`src/rtl/load_store_unit_pkg.sv`:
```
// Shared definitions for the load/store unit: access modes, FSM states, access size.
// Latency: none, this package holds only types, constants and a pure function.
// Backpressure: not applicable.
package load_store_unit_pkg;

    typedef enum logic [2:0] {
        MODE_B  = 3'b000,
        MODE_H  = 3'b001,
        MODE_W  = 3'b010,
        MODE_D  = 3'b011,
        MODE_BU = 3'b100,
        MODE_HU = 3'b101,
        MODE_WU = 3'b110
    } mode_e;

    // Encoding 111 is reserved and always rejected.
    localparam logic [2:0] MODE_RSVD = 3'b111;

    typedef enum logic [1:0] {
        ST_IDLE = 2'd0,
        ST_BUS  = 2'd1,
        ST_RESP = 2'd2
    } state_e;

    // Number of byte lanes touched by an access of the given mode.
    // The reserved encoding reports one lane; it never reaches the bus.
    function automatic logic [3:0] mode_bytes(input logic [2:0] mode);
        case (mode)
            MODE_B, MODE_BU: return 4'd1;
            MODE_H, MODE_HU: return 4'd2;
            MODE_W, MODE_WU: return 4'd4;
            MODE_D:          return 4'd8;
            default:         return 4'd1;
        endcase
    endfunction

endpackage

```
`src/rtl/load_store_unit_align.sv`:
```
// Lane steering: byte enables and store shift toward the bus, right-align and extend for loads.
// Latency: purely combinational.
// Backpressure: none, follows its inputs.
module lsu_align
    import load_store_unit_pkg::*;
#(
    parameter  int XLEN  = 32,
    localparam int NB    = XLEN / 8,
    localparam int OFF_W = $clog2(NB)
) (
    input  logic [2:0]       i_mode,
    input  logic [OFF_W-1:0] i_off,
    input  logic [XLEN-1:0]  i_wdata,
    input  logic [XLEN-1:0]  i_rdata,
    output logic [NB-1:0]    o_be,
    output logic [XLEN-1:0]  o_wdata,
    output logic [XLEN-1:0]  o_rdata
);

    logic [OFF_W+2:0] w_bitoff;
    logic [NB-1:0]    w_mask;
    logic [XLEN-1:0]  w_shr;

    // Build the lane mask, move store data up to its lanes and bring load data down to bit 0
    always_comb begin
        w_bitoff = {i_off, 3'b000};
        w_mask   = NB'((9'd1 << mode_bytes(i_mode)) - 9'd1);
        o_be     = w_mask << i_off;
        o_wdata  = i_wdata << w_bitoff;
        w_shr    = i_rdata >> w_bitoff;
        case (i_mode)
            MODE_B:  o_rdata = XLEN'($signed(w_shr[7:0]));
            MODE_BU: o_rdata = XLEN'(w_shr[7:0]);
            MODE_H:  o_rdata = XLEN'($signed(w_shr[15:0]));
            MODE_HU: o_rdata = XLEN'(w_shr[15:0]);
            MODE_W:  o_rdata = XLEN'($signed(w_shr[31:0]));
            MODE_WU: o_rdata = XLEN'(w_shr[31:0]);
            MODE_D:  o_rdata = w_shr;
            default: o_rdata = '0;
        endcase
    end

endmodule

```
`src/rtl/load_store_unit.sv`:
```
// Single-outstanding load/store unit bridging a core request port to a simple ack-based bus.
// Latency: accept at N, bus_req from N+1, response one cycle after ack or timeout; illegal accesses answer at N+1.
// Backpressure: req_ready only while idle; responses and bus requests cannot be stalled.
module load_store_unit
    import load_store_unit_pkg::*;
#(
    parameter int XLEN    = 32,
    parameter int ADDR_W  = 32,
    parameter int TIMEOUT = 16
) (
    input  logic              clk,
    input  logic              reset,
    input  logic              req_valid,
    output logic              req_ready,
    input  logic              req_we,
    input  logic [2:0]        req_mode,
    input  logic [ADDR_W-1:0] req_addr,
    input  logic [XLEN-1:0]   req_wdata,
    output logic              resp_valid,
    output logic [XLEN-1:0]   resp_rdata,
    output logic              resp_err,
    output logic              bus_req,
    output logic              bus_we,
    output logic [ADDR_W-1:0] bus_addr,
    output logic [XLEN/8-1:0] bus_be,
    output logic [XLEN-1:0]   bus_wdata,
    input  logic              bus_ack,
    input  logic [XLEN-1:0]   bus_rdata
);

    localparam int NB    = XLEN / 8;
    localparam int OFF_W = $clog2(NB);

    state_e            r_state;
    state_e            w_state_nxt;
    logic              r_we;
    logic [2:0]        r_mode;
    logic [ADDR_W-1:0] r_addr;
    logic [XLEN-1:0]   r_wdata;
    logic [XLEN-1:0]   r_rdata;
    logic              r_err;
    logic [7:0]        r_cnt;

    logic              w_accept;
    logic              w_illegal;
    logic              w_timeout;
    logic [3:0]        w_bytes;
    logic [NB-1:0]     w_be;
    logic [XLEN-1:0]   w_bus_wdata;
    logic [XLEN-1:0]   w_ldata;

    // Reject reserved modes, sizes wider than the bus and accesses not aligned to their size
    always_comb begin
        w_bytes   = mode_bytes(req_mode);
        w_illegal = 1'b0;
        if (req_mode == MODE_RSVD) begin
            w_illegal = 1'b1;
        end
        if ((XLEN == 32) && ((req_mode == MODE_D) || (req_mode == MODE_WU))) begin
            w_illegal = 1'b1;
        end
        if ((req_addr[OFF_W-1:0] & OFF_W'(w_bytes - 4'd1)) != '0) begin
            w_illegal = 1'b1;
        end
    end

    assign w_accept  = req_valid && req_ready;
    // The wait that would bring the counter to TIMEOUT is the last one allowed.
    assign w_timeout = (r_cnt + 8'd1) == 8'(TIMEOUT);

    // FSM state register
    always_ff @(posedge clk) begin
        if (reset) begin
            r_state <= ST_IDLE;
        end else begin
            r_state <= w_state_nxt;
        end
    end

    // Next state and per-state handshake outputs; ack wins over a simultaneous timeout
    always_comb begin
        w_state_nxt = r_state;
        req_ready   = 1'b0;
        bus_req     = 1'b0;
        resp_valid  = 1'b0;
        case (r_state)
            ST_IDLE: begin
                req_ready = 1'b1;
                if (req_valid) begin
                    w_state_nxt = w_illegal ? ST_RESP : ST_BUS;
                end
            end
            ST_BUS: begin
                bus_req = 1'b1;
                if (bus_ack || w_timeout) begin
                    w_state_nxt = ST_RESP;
                end
            end
            ST_RESP: begin
                resp_valid  = 1'b1;
                w_state_nxt = ST_IDLE;
            end
            default: w_state_nxt = ST_IDLE;
        endcase
    end

    // Latch the access, count bus waits and capture the extended load result
    always_ff @(posedge clk) begin
        if (reset) begin
            r_we    <= 1'b0;
            r_mode  <= '0;
            r_addr  <= '0;
            r_wdata <= '0;
            r_rdata <= '0;
            r_err   <= 1'b0;
            r_cnt   <= '0;
        end else begin
            case (r_state)
                ST_IDLE: begin
                    if (w_accept) begin
                        r_we    <= req_we;
                        r_mode  <= req_mode;
                        r_addr  <= req_addr;
                        r_wdata <= req_wdata;
                        r_rdata <= '0;
                        r_err   <= w_illegal;
                        r_cnt   <= '0;
                    end
                end
                ST_BUS: begin
                    if (bus_ack) begin
                        r_rdata <= r_we ? '0 : w_ldata;
                    end else begin
                        r_cnt <= r_cnt + 8'd1;
                        if (w_timeout) begin
                            r_err <= 1'b1;
                        end
                    end
                end
                default: begin
                end
            endcase
        end
    end

    lsu_align #(
        .XLEN (XLEN)
    ) u_align (
        .i_mode  (r_mode),
        .i_off   (r_addr[OFF_W-1:0]),
        .i_wdata (r_wdata),
        .i_rdata (bus_rdata),
        .o_be    (w_be),
        .o_wdata (w_bus_wdata),
        .o_rdata (w_ldata)
    );

    assign bus_we     = bus_req & r_we;
    assign bus_be     = bus_req ? w_be : '0;
    assign bus_addr   = {r_addr[ADDR_W-1:OFF_W], {OFF_W{1'b0}}};
    assign bus_wdata  = w_bus_wdata;
    assign resp_err   = resp_valid & r_err;
    assign resp_rdata = resp_valid ? r_rdata : '0;

endmodule

```
`config.mk`:
```
export PLATFORM = sky130hd
export DESIGN_NAME = load_store_unit
export DESIGN_NICKNAME = d
export VERILOG_FILES = /design/src/rtl/load_store_unit_pkg.sv /design/src/rtl/load_store_unit_align.sv /design/src/rtl/load_store_unit.sv
export SDC_FILE = /design/constraint.sdc
export NUM_CORES = 1
export LEC_CHECK = 0
export ABC_AREA = 1
export BUFFER_PORTS_ARGS = -buffer_cell sky130_fd_sc_hd__buf_4
export CAP_MARGIN = 20
export CORE_ASPECT_RATIO = 0.9
export CORE_MARGIN = 4
export CORE_UTILIZATION = 25
export DETAILED_ROUTE_END_ITERATION = 16
export PLACE_DENSITY = 0.43
export SYNTH_ARGS = -nofsm -noshare
export SYNTH_HDL_FRONTEND = slang
export SYNTH_SLANG_ARGS = --single-unit
```
`constraint.sdc`:
```
create_clock -name clk -period 1.6 [get_ports clk]
set_input_delay 0.08 -clock clk [delete_from_list [all_inputs] [get_ports clk]]
set_output_delay 0.08 -clock clk [all_outputs]
set_load 0.01 [all_outputs]
```
# Word-level counts from Yosys, hierarchy flattened
# Index checks and enable logic that the tools add are counted.
[word_totals]
output_inout_bits = 105
inputBits = 104
wordCells = 82
regBits = 111
[op_classes]
n_bitwise = 3
reduce_logical = 17
add_sub_neg = 3
n_eq_ne = 21
n_shift = 4
mux = 26
[ops]
columns = ["cell", "count"]
rows = [
  ["$pmux 32 s5", 1],
  ["$mux 32", 4],
  ["$pmux 32 s2", 1],
  ["$shl 32x5->32", 1],
  ["$shr 32x5->32", 1],
  ["$eq 3x3->1 const B", 6],
  ["$mux 8", 2],
  ["$pmux 8 s2", 1],
  ["$eq 3x2->1 const B", 4],
  ["$ne 2x2->1 const B", 6],
  ["$pmux 4 s3", 1],
  ["$mux 1", 9],
  ["$add 8x1->8 const B", 1],
  ["$eq 8x5->1 const B", 1],
  ["$reduce_or 2->1", 4],
  ["$eq 3x1->1 const B", 2],
  ["$mux 2", 3],
  ["$pmux 2 s3", 1],
  ["$reduce_and 3->1", 2],
  ["$mux 4", 1],
  ["$pmux 2 s2", 1],
  ["$reduce_and 2->1", 2],
  ["$reduce_and 4->1", 1],
  ["$reduce_bool 2->1", 2],
  ["other kinds (14)", 16],
]

# Depth between registers and ports, before layout
# Gate-level depths: netlist of run 1.
[logic_depth]
ltp_word = 10
ltp_mapped = 12

# By module
# Synthesis of run 1 repeated with hierarchy kept, for this count alone.
[unflattened]
hier_cells = 912
area_unflattened_um2 = 6105.9
[modules_own_cells]
columns = ["module", "area_each_um2", "seq_area_each_um2", "cells_each", "instances"]
rows = [
  ["load_store_unit", 4762.1, 2222.1, 616, 1],
  ["lsu_align", 1343.8, 0.0, 296, 1],
]

# Worst setup path before layout of run 1
# OpenSTA, ideal clock, no wires.
[synth_timing]
path_kind = "flip-flop to flip-flop"
startpoint = "register r_state[0]"
endpoint = "register r_rdata[2]"
required_time_ns = 1.472
t_arrival_ns = 1.233
setup_slack_ns = 0.239
period_less_slack_ns = 1.361
setup_ns = 0.128
path_stages_with_launch = 9
path_buffers = 2
path_cell_list = "dfxtp_1 > nor2_2 > nand2_1 > buf_4 > o21ai_2 > inv_2 > buf_6 > a22oi_1 > nor2_1"
[synth_via]
elab_chain_cells = 5
word_cells_on_any_way = 9
cone_classes = "3 x eq/ne; 2 x mux; 4 x reduce/logical"
[synth_rtl]
columns = ["element", "line_no", "text"]
rows = [
  ["from (decl)", "load_store_unit.sv:34", "state_e r_state;"],
  ["from (signal assigned)", "load_store_unit.sv:76", "r_state <= w_state_nxt;"],
  ["$logic_not 2->1", "load_store_unit.sv:86", "case (r_state)"],
  ["$mux 1", "load_store_unit.sv:86", ""],
  ["net req_ready", "load_store_unit.sv:14", "output logic req_ready,"],
  ["$logic_and 1x1->1", "load_store_unit.sv:67", "assign w_accept = req_valid && req_ready;"],
  ["$ne 2x2->1 (no source line)", "--", ""],
  ["$reduce_and 3->1 (no source line)", "--", ""],
  ["to (signal assigned)", "load_store_unit.sv:132", "r_rdata <= r_we ? '0 : w_ldata;"],
  ["to (decl)", "load_store_unit.sv:40", "logic [XLEN-1:0] r_rdata;"],
]
# The timed path passes the listed nets, and every way through them passes these cells.
# A chain may end at the register's enable or synchronous reset.

# Worst setup path after layout of run 1
[layout_timing]
startpoint = "register r_addr[0]"
endpoint = "output port bus_wdata[20]"
[layout_via]
elab_chain_cells = 1
[layout_rtl]
columns = ["element", "line_no", "text"]
rows = [
  ["from (decl)", "load_store_unit.sv:38", "logic [ADDR_W-1:0] r_addr;"],
  ["from (signal assigned)", "load_store_unit.sv:123", "r_addr <= req_addr;"],
  ["$shl 32x5->32", "load_store_unit_align.sv:29", "o_wdata = i_wdata << w_bitoff;"],
  ["to (decl)", "load_store_unit.sv:26", "output logic [XLEN-1:0] bus_wdata,"],
]
# Every way passes these cells.

==> results list, run 1 <==
* PwrDens: roughly 900 mW/mm^2
- Measured against the total synthesized area, the mux share comes to 0.
* Path depth of the worst reg2reg path: 11
- After detailed routing, the average wire length per cell comes to roughly 16 microns.
- Die X-Extent: 168.9 microns
* Max-cap check violation count: 0
- Yosys attributes the largest share of cell area to sky130_fd_sc_hd__dfxtp_1, sky130_fd_sc_hd__nor2_1, sky130_fd_sc_hd__nand2_1.
- The flow ran to the end, and the final reports show no timing, DRC or antenna violations.
- Type of the worst min-delay path: in2reg
- Averaged over all synthesized cells, the footprint is 6.549 sq um.
- Count of vias placed by the detailed router: approximately 6400
* Io pins: 209
- The cell area that synthesis handed to floorplanning was 0.005822 sq mm.
* Hold Crit Depth: 3
* Standard-cell rows: 52
- The region available for standard cell placement spans 0.02271 sq mm.
* Final period util: 0.9919
- For this run, the share of the core covered by cells in the final layout is 0.3956.
- After detailed routing, the total wire length is 22210 microns.
- Number of detailed-routing iterations run before antenna repair: 5
- Of the post-synthesis cell area, the dominant cell type holds 0.3817.
- For this run, design rule violations remaining after detail routing come to 0.
* Share of the yosys chip area belonging to registers: 0.3817
- Final cell count without fillers: 1414
- The final-report max-slew violation count came to 0.
* Floorplan die area: 0.02580 sq mm
- Antenna Diode Count: 0
* Via density per instance: 4.508
- DP Worst Slack: 0.1109 ns
- Final Skew: 0.009353 ns
- The compound-cell area share of the yosys netlist was 0.1926.
* Vias in the first global route: 6157
- For this configuration, the core starts out at a cell density of 0.2564.
- Total of endpoints with negative setup slack in the final report: 0
- Final total negative setup slack: 0 ns
- Crit path capture type: output pin
- Area occupied by multi-input gates: slightly above 0.003 sq mm
- The worst setup path is of the reg2out kind.
- Number of I/O port buffers: 206
* Routability-driven placement congestion ratio: 0.7544
- Worst R2R Setup Slack: 0.09 ns
* Growth of design area from synthesis to finish: 54.29%
- Post-Synthesis Cells: 889
- Pin count of the biggest net entering global routing: 72
- Timing startpoint of the critical path: r_addr[0]
* Hold endpoint: r_addr[20]
- Max IR drop VDD: 0.0004734 V
- CTS H-tree lvls: 3
- In the final layout, flip-flops and latches occupy 0.002240 sq mm.
* Clock tree root driver cell: sky130_fd_sc_hd__clkbuf_16
- Number of synthesis warnings: 0
- The worst register-to-register path begins at r_addr[0].
* Leakage power: 3.806 nW
* Largest fanout on the critical path: 5
- Once routing completed, OpenROAD measured the worst setup slack at around 0.013 ns.
- Global-route wire length before repair: 33590 microns
* Combined global-route utilization of all metal layers: 0.1601
- Adder and majority gate portion of the synthesized area: 0.002149
- Critical R2R Capture: r_rdata[18]
- Nets: 1217
- Period minus WS final: 1.587 ns
* Die Height: 152.8 microns
- Clock sink total: between 100 and 150
* Share of the synthesized netlist area taken by xor and xnor gates: 0
* Worst Min Path Start: req_addr[20]
- Of the total synthesized cell area, the portion taken by AND, OR, NAND and NOR gates is 0.2820.
- The number of antenna violations at the first check in global routing was 0.
- DPL Wire Length: 14700 microns
- Layout cells sized above 1: 0.3178
* Arr. time, crit path: 1.51 ns
- Fill cells in the final layout number approximately 2400.
- Maximum buffer depth of the clock tree: 2
- The count of nets left with antenna violations once routing finished came out at 0.
- Clock tree from TritonCTS: done
- The largest total area in the synthesized netlist belongs to sky130_fd_sc_hd__dfxtp_1.
- Final hold vios: 0
- Element type at the critical path start: register
- Clock transition at the register clock pins on the worst setup and hold paths after CTS: around 0.080 ns
- Detailed router's first-iteration violation count: 417
* Unique cell type count in the Yosys netlist: 36
* Cell total after placement: 1328
- For this run, the top clock speed supported by timing is around 630 MHz.
- Setup repair after global routing could not meet its margin everywhere.
- By area, the combinational part of the netlist is dominated by simple AND/OR/NAND/NOR gates.
- Summed over all layers, the global routing overflow is 0.
* Total clock buffers created by CTS: 9
- At the later pin of the worst-skew pair, clock insertion delay measures roughly 0.36 ns.
- At the worst endpoint, the required time is between 1.5 and 2 ns.
- Hold timing on the final database bottoms out at a slack of 0.01134 ns.
- Flops & latches, synth: 111
[stage by stage]
| step | total power, mW | instance area [sq um] |
|---|---|---|
| after floorplan | 4.397 | 5826 |
| after global placement | 5.295 | 7535 |
| after detailed placement | 5.296 | 7535 |
| after CTS | 7.876 | 8478 |
| after global routing | 8.536 | 8982 |
| final | 8.069 | 8982 |
[flip-flops by register name, indices dropped and copies added, names as in the netlist]
signal	flops
r_state	2
r_err	1
r_cnt	8
r_mode	3
r_wdata	32
r_rdata	32
r_we	1
r_addr	32
[repair_timing]
| action | in CTS | in global routing |
|---|---|---|
| hold endpoints to repair | 58 | 0 |
| gates resized for setup | 19 | 98 |
| pin swaps | 0 | 11 |
| cloned | 0 | 8 |
| setup endpoints to repair | 41 | 70 |
| buffers inserted | 0 | 4 |
| hold buffers | 58 | 0 |
[critical path, cell delays in order (launching register included)]
cell                       delay (ns)
sky130_fd_sc_hd__dfxtp_4         0.37
sky130_fd_sc_hd__buf_12          0.14
sky130_fd_sc_hd__clkinv_8        0.07
sky130_fd_sc_hd__buf_12          0.12
sky130_fd_sc_hd__nor2_4          0.03
sky130_fd_sc_hd__o32ai_2         0.24
sky130_fd_sc_hd__buf_4           0.16
[worst max-delay path by stage]
stage / end / slack [ns] / depth (start not counted)
2_1_floorplan: r_rdata[2] / 0.24 / 8
3_3_place_gp: bus_be[0] / 0.08 / 5
3_5_place_dp: r_addr[29] / 0.11 / 7
4_1_cts: bus_wdata[19] / -0.03 / 4
5_1_grt: bus_wdata[22] / -0.05 / 5
6_report: bus_wdata[20] / 0.01 / 6
[area by class of cell]
class,instances,area share
clock buffer,10,0.02549
sequential,111,0.2493
inverter,75,0.03301
clock inverter,6,0.007661
timing repair buffer,301,0.3003
timing repair inverter,1,0.0009751
multi-input combinational,613,0.3418
tap,297,0.04137
[metal layers]
metal,GRT usage,part of all wire
met1,0.2117,0.47
met2,0.2654,0.47
met3,0.04176,0.055
met4,0.02975,0.0072
met5,0,0
[where the power goes]
group	switching [mW]	internal [mW]
registers	0.136	2.96
clock network	1.14	1.23
logic	1.39	1.21
total	2.67	5.40
[cell usage in the layout (no fill, tap or decap), types with 14 or more instances in the layout]
cell                            netlist  layout
sky130_fd_sc_hd__buf_4               37     216
sky130_fd_sc_hd__nor2_1             217     192
sky130_fd_sc_hd__nand2_1            149     140
sky130_fd_sc_hd__dfxtp_1            111     103
sky130_fd_sc_hd__o21ai_0             95      77
sky130_fd_sc_hd__inv_1               68      65
sky130_fd_sc_hd__dlygate4sd3_1        0      58
sky130_fd_sc_hd__a21oi_1             57      51
sky130_fd_sc_hd__nand3_1             29      29
sky130_fd_sc_hd__nor2_2               1      23
sky130_fd_sc_hd__o21ai_1              5      14
sky130_fd_sc_hd__clkbuf_16            0      14
sky130_fd_sc_hd__buf_12               0      14
[synth_stat cells]
cell	count
sky130_fd_sc_hd__nor2_1	217
sky130_fd_sc_hd__nand2_1	149
sky130_fd_sc_hd__dfxtp_1	111
sky130_fd_sc_hd__o21ai_0	95
sky130_fd_sc_hd__inv_1	68
sky130_fd_sc_hd__a21oi_1	57
sky130_fd_sc_hd__buf_4	37
sky130_fd_sc_hd__nand3_1	29
sky130_fd_sc_hd__clkbuf_1	26
sky130_fd_sc_hd__buf_2	19
sky130_fd_sc_hd__a22oi_1	17
sky130_fd_sc_hd__a31oi_1	7
sky130_fd_sc_hd__a32oi_1	7
sky130_fd_sc_hd__inv_2	6
sky130_fd_sc_hd__o32ai_1	6
sky130_fd_sc_hd__buf_1	5
sky130_fd_sc_hd__o21ai_1	5
sky130_fd_sc_hd__buf_6	4
sky130_fd_sc_hd__nand2_2	4
sky130_fd_sc_hd__nor2_4	3
sky130_fd_sc_hd__o22ai_1	2
sky130_fd_sc_hd__a211oi_1	1
sky130_fd_sc_hd__a21oi_2	1
sky130_fd_sc_hd__conb_1	1
sky130_fd_sc_hd__ha_1	1
sky130_fd_sc_hd__inv_6	1
sky130_fd_sc_hd__nand3_2	1
sky130_fd_sc_hd__nand3b_1	1
sky130_fd_sc_hd__nand4_1	1
sky130_fd_sc_hd__nor2_2	1
sky130_fd_sc_hd__nor3_1	1
sky130_fd_sc_hd__nor3_4	1
sky130_fd_sc_hd__nor4_1	1
sky130_fd_sc_hd__o211ai_2	1
sky130_fd_sc_hd__o21ai_2	1
sky130_fd_sc_hd__or2_2	1
[kinds of logic after synthesis]
| logic type | Yosys count |
|---|---|
| AO/OA/AOI/OAI | 200 |
| AND/OR/NAND/NOR | 410 |
| buffers and inverters | 166 |
| other | 1 |
| flip-flops | 111 |
| adder cells (fa/ha/maj) | 1 |
Note: power is estimated with default switching activity, not from simulation.
==> inputs of run 2 (changes only) <==
ABC_AREA = not set   (was 1)
==> run 2 against run 1 <==
The flow now finishes with violations (setup timing). Synthesized cell count shrank 20%. Sequential cell count is the same. Area after synthesis shrank 3.1%. Worst setup slack lost 0.11 ns. Die area shrank 3.0%. Register-to-register slack lost 0.18 ns. Critical path type unchanged. Routed wire length shrank 0.27%. Combinational power shrank 23%. Cell area grew 5.0%. Critical path depth shrank 1. Maximum frequency shrank 6.7%.
==> results list, run 2 <==
- The total net switching power was 2.197 mW (was 2.669 mW).
- The via count of the first global-routing pass came to 5853 (was 6157).
* Final routed DRC violation total: 0 (unchanged)
- Sum of internal, switching and leakage power: 7.416 mW (was 8.069 mW)
- The peak ir drop on the vdd network is 0.0004612 V (was 0.0004734 V).
- The number of antenna violations at the first check in global routing is 0 (unchanged).
* Number of enable-type register cells in the synthesized netlist: 0 (unchanged)
- Number of I/O port buffers: 206 (unchanged)
- Nets: 1082 (was 1217)
- Clock sink total: 111 (unchanged)
- Sequential cell area: 0.002233 sq mm (was 0.002240 sq mm)
- RSZ-0062 raised after global routing: yes (unchanged).
- Global-route wire length before repair: 32870 microns (was 33590 microns)
- Period minus WS final: 1.702 ns (was 1.587 ns)
* Post-DP Area: 0.007536 sq mm (was 0.007535 sq mm)
- The antenna cell count is 0 (unchanged).
- The routed via count came to 5847 (was 6375).
- The cell taking the most area after synthesis is sky130_fd_sc_hd__dfxtp_1 (unchanged).
- Via density per instance: 4.593 (was 4.508)
- The largest driver fanout on the critical path is 8 (was 5).
* Final Skew: 0.01258 ns (was 0.009353 ns)
- The end of the worst register-to-register path is r_rdata[10] (was r_rdata[18]).
- Commonest cells after routing, fill and taps aside: sky130_fd_sc_hd__buf_4, sky130_fd_sc_hd__nand2_1, sky130_fd_sc_hd__dfxtp_1, sky130_fd_sc_hd__a21oi_1, sky130_fd_sc_hd__dlygate4sd3_1 (was sky130_fd_sc_hd__buf_4, sky130_fd_sc_hd__nor2_1, sky130_fd_sc_hd__nand2_1, sky130_fd_sc_hd__dfxtp_1, sky130_fd_sc_hd__o21ai_0).
- The total internal power came to 5.219 mW (was 5.400 mW).
- Element type at the critical path start: register (unchanged)
- Number of synthesis warnings: 0 (unchanged)
- CP dominant cell by count: sky130_fd_sc_hd__buf_6 (was sky130_fd_sc_hd__buf_12)
* Worst Min Path Start: req_addr[5] (was req_addr[20])
* Final-report max-slew violation count: 0 (unchanged)
* Top flip-flop cell by instance count after synthesis: sky130_fd_sc_hd__dfxtp_1 (unchanged)
* Post-Synthesis Cells: 709 (was 889)
- The layout cell share with drive strength beyond 1 came to 0.4206 (was 0.3178).
- Number of fill cells in the layout: 2239 (was 2436)
- The part of the cycle the worst path needs is 1.064 (was 0.9919).
- Ordered cell list for the critical path: buf_6 -> and2b_4 -> clkbuf_16 -> and2_4 -> buf_6 (was buf_12 -> clkinv_8 -> buf_12 -> nor2_4 -> o32ai_2 -> buf_4).
- The final hold slack was 0.01323 ns (was 0.01134 ns).
* Library cell contributing the largest single delay on the critical path: sky130_fd_sc_hd__and2b_4 (was sky130_fd_sc_hd__dfxtp_4)
- The wire length reported by the detailed router is 22150 microns (was 22210 microns).
- CTS H-tree lvls: 3 (unchanged)
- The pre-CTS worst setup slack was -0.3475 ns (was 0.1109 ns).
- Final Cell Area: 0.009430 sq mm (was 0.008982 sq mm)
- The die footprint was 0.02503 sq mm (was 0.02580 sq mm).
- The area growth from synthesis to layout is 67.19% (was 54.29%).
- Post-synthesis async set-or-reset flop share: 0 (unchanged)
- The die height came to 150.5 microns (was 152.8 microns).
* Core occupancy in the finished layout: 0.4309 (was 0.3956)
* PwrDens: 786.4 mW/mm^2 (was 898.3 mW/mm^2)
* Share of the yosys chip area belonging to registers: 0.3940 (was 0.3817)
- Cell types with the highest counts after synthesis: sky130_fd_sc_hd__nand2_1, sky130_fd_sc_hd__dfxtp_1, sky130_fd_sc_hd__a21oi_1 (was sky130_fd_sc_hd__nor2_1, sky130_fd_sc_hd__nand2_1, sky130_fd_sc_hd__dfxtp_1)
- The worst hold path class is in2reg (unchanged).
- The register share of total power was 0.409 (was 0.384).
- Total clock buffers created by CTS: 9 (unchanged)
- Biggest registers after layout: r_addr x32, r_rdata x32, r_wdata x32 (unchanged)
- Arr. time, crit path: 1.62 ns (was 1.51 ns)
- The highest clock rate is 587.6 MHz (was 630.1 MHz).
- The leakage component of the power is 4.149 nW (was 3.806 nW).
- The cell depth of the worst min-delay path was 3 (unchanged).
- Final ANT Viol Nets: 0 (unchanged)
- Total of endpoints with negative setup slack in the final report: 69 (was 0)
- Clock transition at the register clock pins on the worst setup and hold paths after CTS: 0.07 ns (was 0.08 ns)
- Path depth of the worst reg2reg path: 5 (was 11)
* Routability-driven placement congestion ratio: 0.8111 (was 0.7544)
- The startpoint-to-endpoint class of the critical path is reg2out (unchanged).
* Worst setup slack after layout: -0.1017 ns (was 0.01303 ns)
* Core region area: 0.02189 sq mm (was 0.02271 sq mm)
- The checks that failed: setup timing.
- The endpoint type of the worst setup path is an output pin (unchanged).
- Post-DR wirelength/cell: 17.40 microns (was 15.71 microns)
- Cell types with the largest area share after synthesis: sky130_fd_sc_hd__dfxtp_1, sky130_fd_sc_hd__nand2_1, sky130_fd_sc_hd__a21oi_1 (was sky130_fd_sc_hd__dfxtp_1, sky130_fd_sc_hd__nor2_1, sky130_fd_sc_hd__nand2_1)
* Hold endpoint: r_addr[5] (was r_addr[20])
- Result of the run: complete, but fails checks (was complete, no violations)
- DPL Wire Length: 14650 microns (was 14700 microns)
- Combined global-route utilization of all metal layers: 0.1637 (was 0.1601)
- Combinational share of power: 0.268 (was 0.322)
- The number of flip-flops and latches in the synthesized netlist is 111 (unchanged).
* Switching power as a share of total power: 0.2962 (was 0.3308)
- Standard-cell rows: 51 (was 52)
* Cell family contributing the most delay on the critical path: simple AND/OR/NAND/NOR gates (was buffers and inverters)
* Required time of the critical path: 1.52 ns (about the same)
- Max stage delay on crit path: 0.38 ns (was 0.37 ns)
* Initial Utilization: 0.2577 (was 0.2564)
- The starting DRC count in detailed routing is 309 (was 417).
- Area occupied by multi-input gates: 0.003306 sq mm (was 0.003070 sq mm)
* Overflow left after global routing: 0 (unchanged)
- Synthesized cell area: 0.005640 sq mm (was 0.005822 sq mm)
- The clock network fraction of total power came to 0.324 (was 0.294).
* Maximum buffer depth of the clock tree: 2 (unchanged)
- Combined buffer and inverter count along the critical path: 3 (was 4)
- The setup slack of the worst register-to-register path is -0.09 ns (was 0.09 ns).
- Share of the synthesized area in the top cell type: 0.3940 (was 0.3817)
- Clock tree from TritonCTS: done (unchanged)
- Startpoint of the worst register-to-register path: r_addr[1] (was r_addr[0])
- The most common cell after layout, fill and taps aside is sky130_fd_sc_hd__buf_4 (unchanged).
- Final hold vios: 0 (unchanged)
- Die X-Extent: 166.3 microns (was 168.9 microns)
* Most used standard cell by instance count after synthesis: sky130_fd_sc_hd__nand2_1 (was sky130_fd_sc_hd__nor2_1)
- The max capacitance violation total was 0 (unchanged).
- The average cell area after synthesis is 7.955 sq um (was 6.549 sq um).
- The maximum number of pins on one net before global-route repair is 88 (was 72).
* Clock tree root driver cell: sky130_fd_sc_hd__clkbuf_16 (unchanged)
* Unique cell type count in the Yosys netlist: 49 (was 36)
- The latest clock arrival within the worst-skew pair was 0.36 ns (about the same).
* Io pins: 209 (unchanged)
* Number of detailed-routing iterations run before antenna repair: 5 (unchanged)
[run 2: routing by layer]
| layer | share of wire | vias to the layer above | wire length [microns] | GRT usage |
|---|---|---|---|---|
| li1 | - | 2936 | - | - |
| met1 | 0.50 | 2738 | 11050 | 0.2263 |
| met2 | 0.43 | 154 | 9588 | 0.2565 |
| met3 | 0.055 | 19 | 1211 | 0.04279 |
| met4 | 0.014 | 0 | 305 | 0.04131 |
| met5 | 0 | - | 0 | 0 |
[run 2: logic make-up (layout without fill, tap and decap cells)]
group	count (synthesis)	after routing	share of synthesized area
AO/OA/AOI/OAI	163	163	0.1841
flip-flops	111	111	0.3940
adder cells (fa/ha/maj)	1	1	0.002218
multiplexers	41	41	0.07675
other	1	2	0.0006648
buffers and inverters	89	361	0.08673
AND/OR/NAND/NOR	303	303	0.2555
[run 2: cell type report]
type | count | area share
Timing Repair Buffer | 341 | 0.3395
Clock inverter | 5 | 0.006899
Clock buffer | 11 | 0.02574
Inverter | 4 | 0.001858
Multi-Input combinational cell | 510 | 0.3505
Tap cell | 291 | 0.03861
Sequential cell | 111 | 0.2368
[run 2: repair_timing]
action / 4_1_cts / 5_1_grt
pin swaps: 11 / 34
endpoints found under the hold margin: 66 / 0
hold buffers: 66 / 0
cloned: 2 / 8
endpoints found under the setup margin: 93 / 94
resized for setup: 65 / 113
setup buffers: 12 / 3
[run 2: how the worst max path moves through the flow]
| stage | cells past startpoint | start | to |
|---|---|---|---|
| global placement | 4 | r_addr[1] | r_rdata[19] |
| finish | 5 | r_state[0] | resp_rdata[7] |
| global route | 5 | r_addr[1] | r_rdata[11] |
| detailed placement | 4 | r_addr[1] | r_rdata[25] |
| CTS | 5 | r_addr[1] | r_rdata[11] |
| floorplan | 5 | r_addr[1] | r_rdata[22] |
[run 2: worst min-delay path: cells and delay by family]
| kind | cells | cell delay [ns] |
|---|---|---|
| AND/OR/NAND/NOR | 1 | 0.07 |
| AO/OA/AOI/OAI | 1 | 0.06 |
| buffers and inverters | 1 | 0.11 |
[run 2: power by group through the flow]
stage	clock network, mW	registers [mW]	logic, mW
floorplan	0	3.04	0.847
global placement	0	3.08	1.55
detailed placement	0	3.08	1.54
CTS	2.50	3.02	1.82
global route	2.60	3.05	2.16
finish	2.40	3.03	1.99
[run 2: per-stage QoR]
step	std cells	setup TNS, ns
floorplan	710	0
global placement	1167	-7.379
detailed placement	1167	-8.475
CTS	1263	-2.483
global route	1273	-10.31
finish	1273	-4.373
